File: src/rtl/vehicle_detect_conditioner.sv
// Loop-sensor conditioner: per-direction synchroniser, debounce and request latch feeding the traffic controller.
// Optional wait-age counters / starved flags are built only when VDC_WAIT_AGE_EN is defined.

module vdc_channel #(
  parameter int SYNC_STAGES     = 2,
  parameter int DEBOUNCE_CYCLES = 4,
  parameter int MAX_WAIT        = 31
) (
  input  logic       clk,
  input  logic       rst_n,
  input  logic       sensor_raw,
  input  logic       served,
  output logic       vehicle_detect,
  output logic [4:0] wait_count,
  output logic       starved
);

  localparam int DB_W = $clog2(DEBOUNCE_CYCLES + 1);

  typedef enum logic [1:0] {
    IDLE    = 2'd0,
    PENDING = 2'd1,
    SERVING = 2'd2
  } state_t;

  logic [SYNC_STAGES-1:0] sync_r;
  logic                   synced_s;
  logic [DB_W-1:0]        db_cnt_r;
  logic [DB_W-1:0]        db_cnt_nxt_s;
  logic                   stable_r;
  logic                   stable_nxt_s;
  logic                   stable_d_r;
  logic                   rise_s;
  state_t                 state_r;
  state_t                 state_nxt_s;
  logic                   detect_r;

  // Input synchroniser chain for the asynchronous sensor
  always_ff @(posedge clk or negedge rst_n) begin
    if (!rst_n) begin
      sync_r <= '0;
    end else begin
      sync_r <= {sync_r[SYNC_STAGES-2:0], sensor_raw};
    end
  end

  assign synced_s = sync_r[SYNC_STAGES-1];

  // Debounce: level changes only after DEBOUNCE_CYCLES consecutive differing samples
  always_comb begin
    db_cnt_nxt_s = '0;
    stable_nxt_s = stable_r;
    if (synced_s != stable_r) begin
      if (db_cnt_r == DB_W'(DEBOUNCE_CYCLES - 1)) begin
        stable_nxt_s = synced_s;
        db_cnt_nxt_s = '0;
      end else begin
        db_cnt_nxt_s = db_cnt_r + DB_W'(1);
      end
    end else begin
      db_cnt_nxt_s = '0;
    end
  end

  // Debounce state and previous-level register used for edge detection
  always_ff @(posedge clk or negedge rst_n) begin
    if (!rst_n) begin
      db_cnt_r   <= '0;
      stable_r   <= 1'b0;
      stable_d_r <= 1'b0;
    end else begin
      db_cnt_r   <= db_cnt_nxt_s;
      stable_r   <= stable_nxt_s;
      stable_d_r <= stable_r;
    end
  end

  assign rise_s = stable_r & ~stable_d_r;

  // Request latch: served is ignored in IDLE, so a simultaneous rise still latches
  always_comb begin
    state_nxt_s = state_r;
    case (state_r)
      IDLE: begin
        if (rise_s) begin
          state_nxt_s = PENDING;
        end else begin
          state_nxt_s = IDLE;
        end
      end
      PENDING: begin
        if (served) begin
          if (stable_r) begin
            state_nxt_s = SERVING;
          end else begin
            state_nxt_s = IDLE;
          end
        end else begin
          state_nxt_s = PENDING;
        end
      end
      SERVING: begin
        if (!stable_r) begin
          state_nxt_s = IDLE;
        end else begin
          state_nxt_s = SERVING;
        end
      end
      default: begin
        state_nxt_s = IDLE;
      end
    endcase
  end

  // State register and registered request output
  always_ff @(posedge clk or negedge rst_n) begin
    if (!rst_n) begin
      state_r  <= IDLE;
      detect_r <= 1'b0;
    end else begin
      state_r  <= state_nxt_s;
      detect_r <= (state_nxt_s == PENDING);
    end
  end

  assign vehicle_detect = detect_r;

`ifdef VDC_WAIT_AGE_EN
  logic [4:0] wait_r;
  logic [4:0] wait_nxt_s;
  logic       starved_r;

  // Age is 0 on the first PENDING cycle and counts up while the request stays latched
  always_comb begin
    wait_nxt_s = 5'd0;
    if ((state_r == PENDING) && (state_nxt_s == PENDING)) begin
      if (wait_r == 5'(MAX_WAIT)) begin
        wait_nxt_s = wait_r;
      end else begin
        wait_nxt_s = wait_r + 5'd1;
      end
    end else begin
      wait_nxt_s = 5'd0;
    end
  end

  // Wait-age counter and starved flag registers
  always_ff @(posedge clk or negedge rst_n) begin
    if (!rst_n) begin
      wait_r    <= 5'd0;
      starved_r <= 1'b0;
    end else begin
      wait_r    <= wait_nxt_s;
      starved_r <= (wait_nxt_s == 5'(MAX_WAIT));
    end
  end

  assign wait_count = wait_r;
  assign starved    = starved_r;
`else
  assign wait_count = 5'd0;
  assign starved    = 1'b0;
`endif

endmodule

module vehicle_detect_conditioner #(
  parameter int SYNC_STAGES     = 2,
  parameter int DEBOUNCE_CYCLES = 4,
  parameter int MAX_WAIT        = 31
) (
  input  logic       clk,
  input  logic       rst_n,
  input  logic       ns_sensor_raw,
  input  logic       ew_sensor_raw,
  input  logic       ns_served,
  input  logic       ew_served,
  output logic       ns_vehicle_detect,
  output logic       ew_vehicle_detect,
  output logic [4:0] ns_wait_count,
  output logic [4:0] ew_wait_count,
  output logic       ns_starved,
  output logic       ew_starved
);

  vdc_channel #(
    .SYNC_STAGES    (SYNC_STAGES),
    .DEBOUNCE_CYCLES(DEBOUNCE_CYCLES),
    .MAX_WAIT       (MAX_WAIT)
  ) u_ns (
    .clk           (clk),
    .rst_n         (rst_n),
    .sensor_raw    (ns_sensor_raw),
    .served        (ns_served),
    .vehicle_detect(ns_vehicle_detect),
    .wait_count    (ns_wait_count),
    .starved       (ns_starved)
  );

  vdc_channel #(
    .SYNC_STAGES    (SYNC_STAGES),
    .DEBOUNCE_CYCLES(DEBOUNCE_CYCLES),
    .MAX_WAIT       (MAX_WAIT)
  ) u_ew (
    .clk           (clk),
    .rst_n         (rst_n),
    .sensor_raw    (ew_sensor_raw),
    .served        (ew_served),
    .vehicle_detect(ew_vehicle_detect),
    .wait_count    (ew_wait_count),
    .starved       (ew_starved)
  );

endmodule
File: config.mk
export PLATFORM = sky130hd
export DESIGN_NAME = vehicle_detect_conditioner
export DESIGN_NICKNAME = d
export VERILOG_FILES = /design/src/rtl/vehicle_detect_conditioner.sv
export SDC_FILE = /design/constraint.sdc
export NUM_CORES = 1
export LEC_CHECK = 0
export BUFFER_PORTS_ARGS = -buffer_cell sky130_fd_sc_hd__buf_4
export CAP_MARGIN = 0
export CORE_MARGIN = 8
export CORE_UTILIZATION = 26
export CTS_CLUSTER_SIZE = 20
export DETAILED_ROUTE_END_ITERATION = 12
export MAX_ROUTING_LAYER = met4
export PLACE_DENSITY = 0.55
export SLEW_MARGIN = 25
export SYNTH_ARGS = -nofsm -noshare
export SYNTH_HDL_FRONTEND = slang
export SYNTH_SLANG_ARGS = --single-unit
File: constraint.sdc
create_clock -name clk -period 2.9 [get_ports clk]
set_input_delay 0.145 -clock clk [delete_from_list [all_inputs] [get_ports clk]]
set_output_delay 0.145 -clock clk [all_outputs]
set_load 0.01 [all_outputs]
==> flow_summary_export.csv <==
group,metric,value,unit
synth,ys.warnings.count,0,
cells_and_area,nets,83,
synth,yosysTopAreaCell,"dfrtp_1",
timing,maxClockFrequency,831.7,MHz
setup_path,cp.buffers_inverters,0,
cts,clk_path_buf_depth,2,
synth,yosysTopAreaCellShare,0.6289,
cts,cts_inserted_buffers,3,
synth,synth-seq-cells,20,
power,power.density,867.1,nW/um2
timing,fin_crit_sh,0.4146,
drt,routed_wl,1098,um
synth,synth_most_common_cell,"dfrtp_1",
cts,htreeDepth,1,
place,place_worst_setup_slack,1.714,ns
setup_path,critical_path_arrival,1.39,ns
timing,fin_tns_setup,0,ns
synth,yosysSeqAreaShare,0.6289,
grt,grt_start_max_net_pins,21,
grt,antenna_found_initial,0,
setup_path,ff2ff_setup_slack,1.70,ns
place,numPortBuffers,7,
power,pwr-share-comb,0.209,
synth,mappedNetlistArea,795.8,um2
power,p_int,0.5886,mW
cells_and_area,fill_cells,305,
synth,synthArstFlopShare,1.000,
timing,fin_worst_skew,0.006893,ns
grt,grt_pass1_wl,1973,um
floorplan,num_io_pins,20,
job,maxCapViolations,0,
setup_path,slowest_delay,0.37,ns
timing,min_period,1.202,ns
setup_path,path_max_fanout,3,
setup_path,path_cells,"ha_1 -> nor2b_1 -> mux2_1",
drt,drt_iter0_drc,11,
power,switching_power,0.2121,mW
cts,cts_tree,"done",
outcome,run_status,"finished, final reports clean",
cells_and_area,diodes,0,
floorplan,core.rowCount,20,
timing,setup_violations,0,
min_path,min_to,"u_ns.vehicle_detect$_DFF_PN0_",
setup_path,cpLargestDelayFamily,"flip-flops",
cts,cts_sinks,20,
drt,ant_nets,0,
drt,routedWlPerCell,10.26,um
setup_path,worst-r2r-cell-count,3,
synth,synth_ff_type,"dfrtp_1",
cells_and_area,drive_above_1_share,0.1486,
floorplan,core_area,2978,um2
setup_path,r2r-end,"u_ns.stable_r$_DFFE_PN0P_",
power,clkPwrFrac,0.278,
cells_and_area,ff_latch_area,500.5,um2
timing,maxSlewViolCount,0,
setup_path,cp-start-kind,"flip-flop",
cts,insertion_delay,0.29,ns
synth,ys_types,15,
setup_path,critPathCaptureType,"flip-flop",
synth,syn_avg_cell_area,13.05,um2
setup_path,crit_type,"flip-flop to flip-flop",
setup_path,r2r_start,"u_ns.db_cnt_r[0]$_DFF_PN0_",
setup_path,critPathSlowestCell,"dfrtp_1",
power,cellLeakagePower,0.4389,nW
setup_path,cp_data_required_time,3.09,ns
drt,drt_pass1_iterations,2,
floorplan,fp.dieH,71.32,um
grt,globalRouteOverflowTotal,0,
synth,ys_top_cells_by_count,"dfrtp_1, buf_4, o21ai_0",
grt,grt_pass1_vias,459,
drt,vias_per_cell,4.037,
floorplan,die_w,71.32,um
grt,grt_use_total,0.05022,
cells_and_area,multi_input_area,246.5,um2
min_path,whs_path_depth,2,
place,hpwl,821.8,um
power,seqPwrFrac,0.513,
cells_and_area,post-route-util,0.3101,
floorplan,dieArea,5087,um2
place,gp_congestion,0.6416,
min_path,min_path_type,"primary input to flip-flop",
drt,vias,432,
cells_and_area,area_growth,16.04,%
timing,hold_violations,0,
cts,cts_root_buffer,"clkbuf_4",
floorplan,initial_core_util,0.2672,
power,switching_share,0.2649,
synth,syn_inst,61,
synth,synth_edf_count,0,
power,ir_drop,414.1,uV
drt,post-route-drc-count,0,
timing,rsz0062_at_grt,"no",
timing,setup_ws,1.698,ns
synth,yosys-top-cells-area,"dfrtp_1, buf_4, ha_1, o21ai_0, mux2_1",
min_path,hold_start,"ns_served",
cts,cts.clk_slew.worst_paths,0.11,ns
kinds of logic after synthesis:
kind of cell               count (synthesis)  share of synthesized area
buffers and inverters                     12                     0.1132
adders and majority gates                  2                    0.03144
other                                      1                   0.004712
DFF                                       20                     0.6289
and+or+nand+nor                           16                     0.1336
AOI/OAI and AO/OA                          6                    0.03772
xor gates and xnor gates                   2                    0.02202
muxes                                      2                    0.02830
sequential cells by signal, indices dropped and copies added (netlist names):
| signal | count |
|---|---|
| u_ew.db_cnt_r | 3 |
| u_ns.db_cnt_r | 3 |
| u_ew.state_r | 2 |
| u_ew.sync_r | 2 |
| u_ns.state_r | 2 |
| u_ns.sync_r | 2 |
| u_ew.stable_d_r | 1 |
| u_ew.stable_r | 1 |
| u_ew.vehicle_detect | 1 |
| u_ns.stable_d_r | 1 |
| u_ns.stable_r | 1 |
| u_ns.vehicle_detect | 1 |
per-stage QoR:
stage	cells	hold slack, ns	instance area, um2	power (mW)
2_1_floorplan	72	-0.1506	837.1	0.5358
3_3_place_gp	100	0.03438	840.8	0.5738
3_5_place_dp	100	0.03438	840.8	0.5855
4_1_cts	107	0.03589	923.4	0.8127
5_1_grt	107	0.04128	923.4	0.8657
6_report	107	0.04884	923.4	0.8007
cell type report:
cell class              instances  share of cell area
flip-flops and latches         20              0.5420
multi-input cells              40              0.2669
repair buffers                 10             0.08943
well taps                      33             0.04472
clock inverters                 1             0.03252
clock buffers                   3             0.02439
layer usage:
metal,vias up,global-route usage,routed length [um]
met2,16,0.07857,489
li1,209,-,-
met1,205,0.05103,479
met5,-,-,0
met3,2,0.03208,122
met4,0,0.01386,6
timing repair:
action | CTS | global route
buffers inserted | 0 | 0
resized for setup | 0 | 0
hold buffers | 3 | 0
endpoints found under the hold margin | 22 | 0
how the worst max path moves through the flow:
stage | to | start | cells past startpoint
6_report | u_ns.stable_r$_DFFE_PN0P_ | u_ns.db_cnt_r[0]$_DFF_PN0_ | 3
3_3_place_gp | u_ns.stable_r$_DFFE_PN0P_ | u_ns.db_cnt_r[0]$_DFF_PN0_ | 3
5_1_grt | u_ns.stable_r$_DFFE_PN0P_ | u_ns.db_cnt_r[0]$_DFF_PN0_ | 3
3_5_place_dp | u_ns.stable_r$_DFFE_PN0P_ | u_ns.db_cnt_r[0]$_DFF_PN0_ | 3
2_1_floorplan | u_ns.stable_r$_DFFE_PN0P_ | u_ns.db_cnt_r[0]$_DFF_PN0_ | 3
4_1_cts | u_ns.stable_r$_DFFE_PN0P_ | u_ns.db_cnt_r[0]$_DFF_PN0_ | 3
worst register-to-register path: cells and delay by family, from the launching register on:
kind,cells,cell delay [ns]
multiplexers,1,0.34
adder cells (fa/ha/maj),1,0.16
AND/OR/NAND/NOR,1,0.23
flip-flops,1,0.37
cell usage in the layout (no fill, tap or decap):
master         netlist  routed
nor2b_1              3       3
o21ai_0              5       5
conb_1               1      12
clkbuf_4             0       3
dlygate4sd3_1        0       3
or4b_1               2       2
nand2_1              2       2
nand2b_1             2       2
ha_1                 2       2
nor3b_1              3       3
buf_4               12       7
xnor2_1              2       2
nor3_1               2       2
o21ai_1              1       1
bufinv_16            0       1
dfrtp_1             20      20
nand3b_1             2       2
mux2_1               2       2
power by group through the flow:
stage	combinational (mW)	sequential, mW	clock, mW
after detailed placement	0.167	0.418	0
after global placement	0.163	0.411	0
final	0.167	0.411	0.222
after global routing	0.199	0.424	0.242
after floorplan	0.126	0.409	0
after CTS	0.171	0.412	0.229
Power figures use the tool's default switching activity.
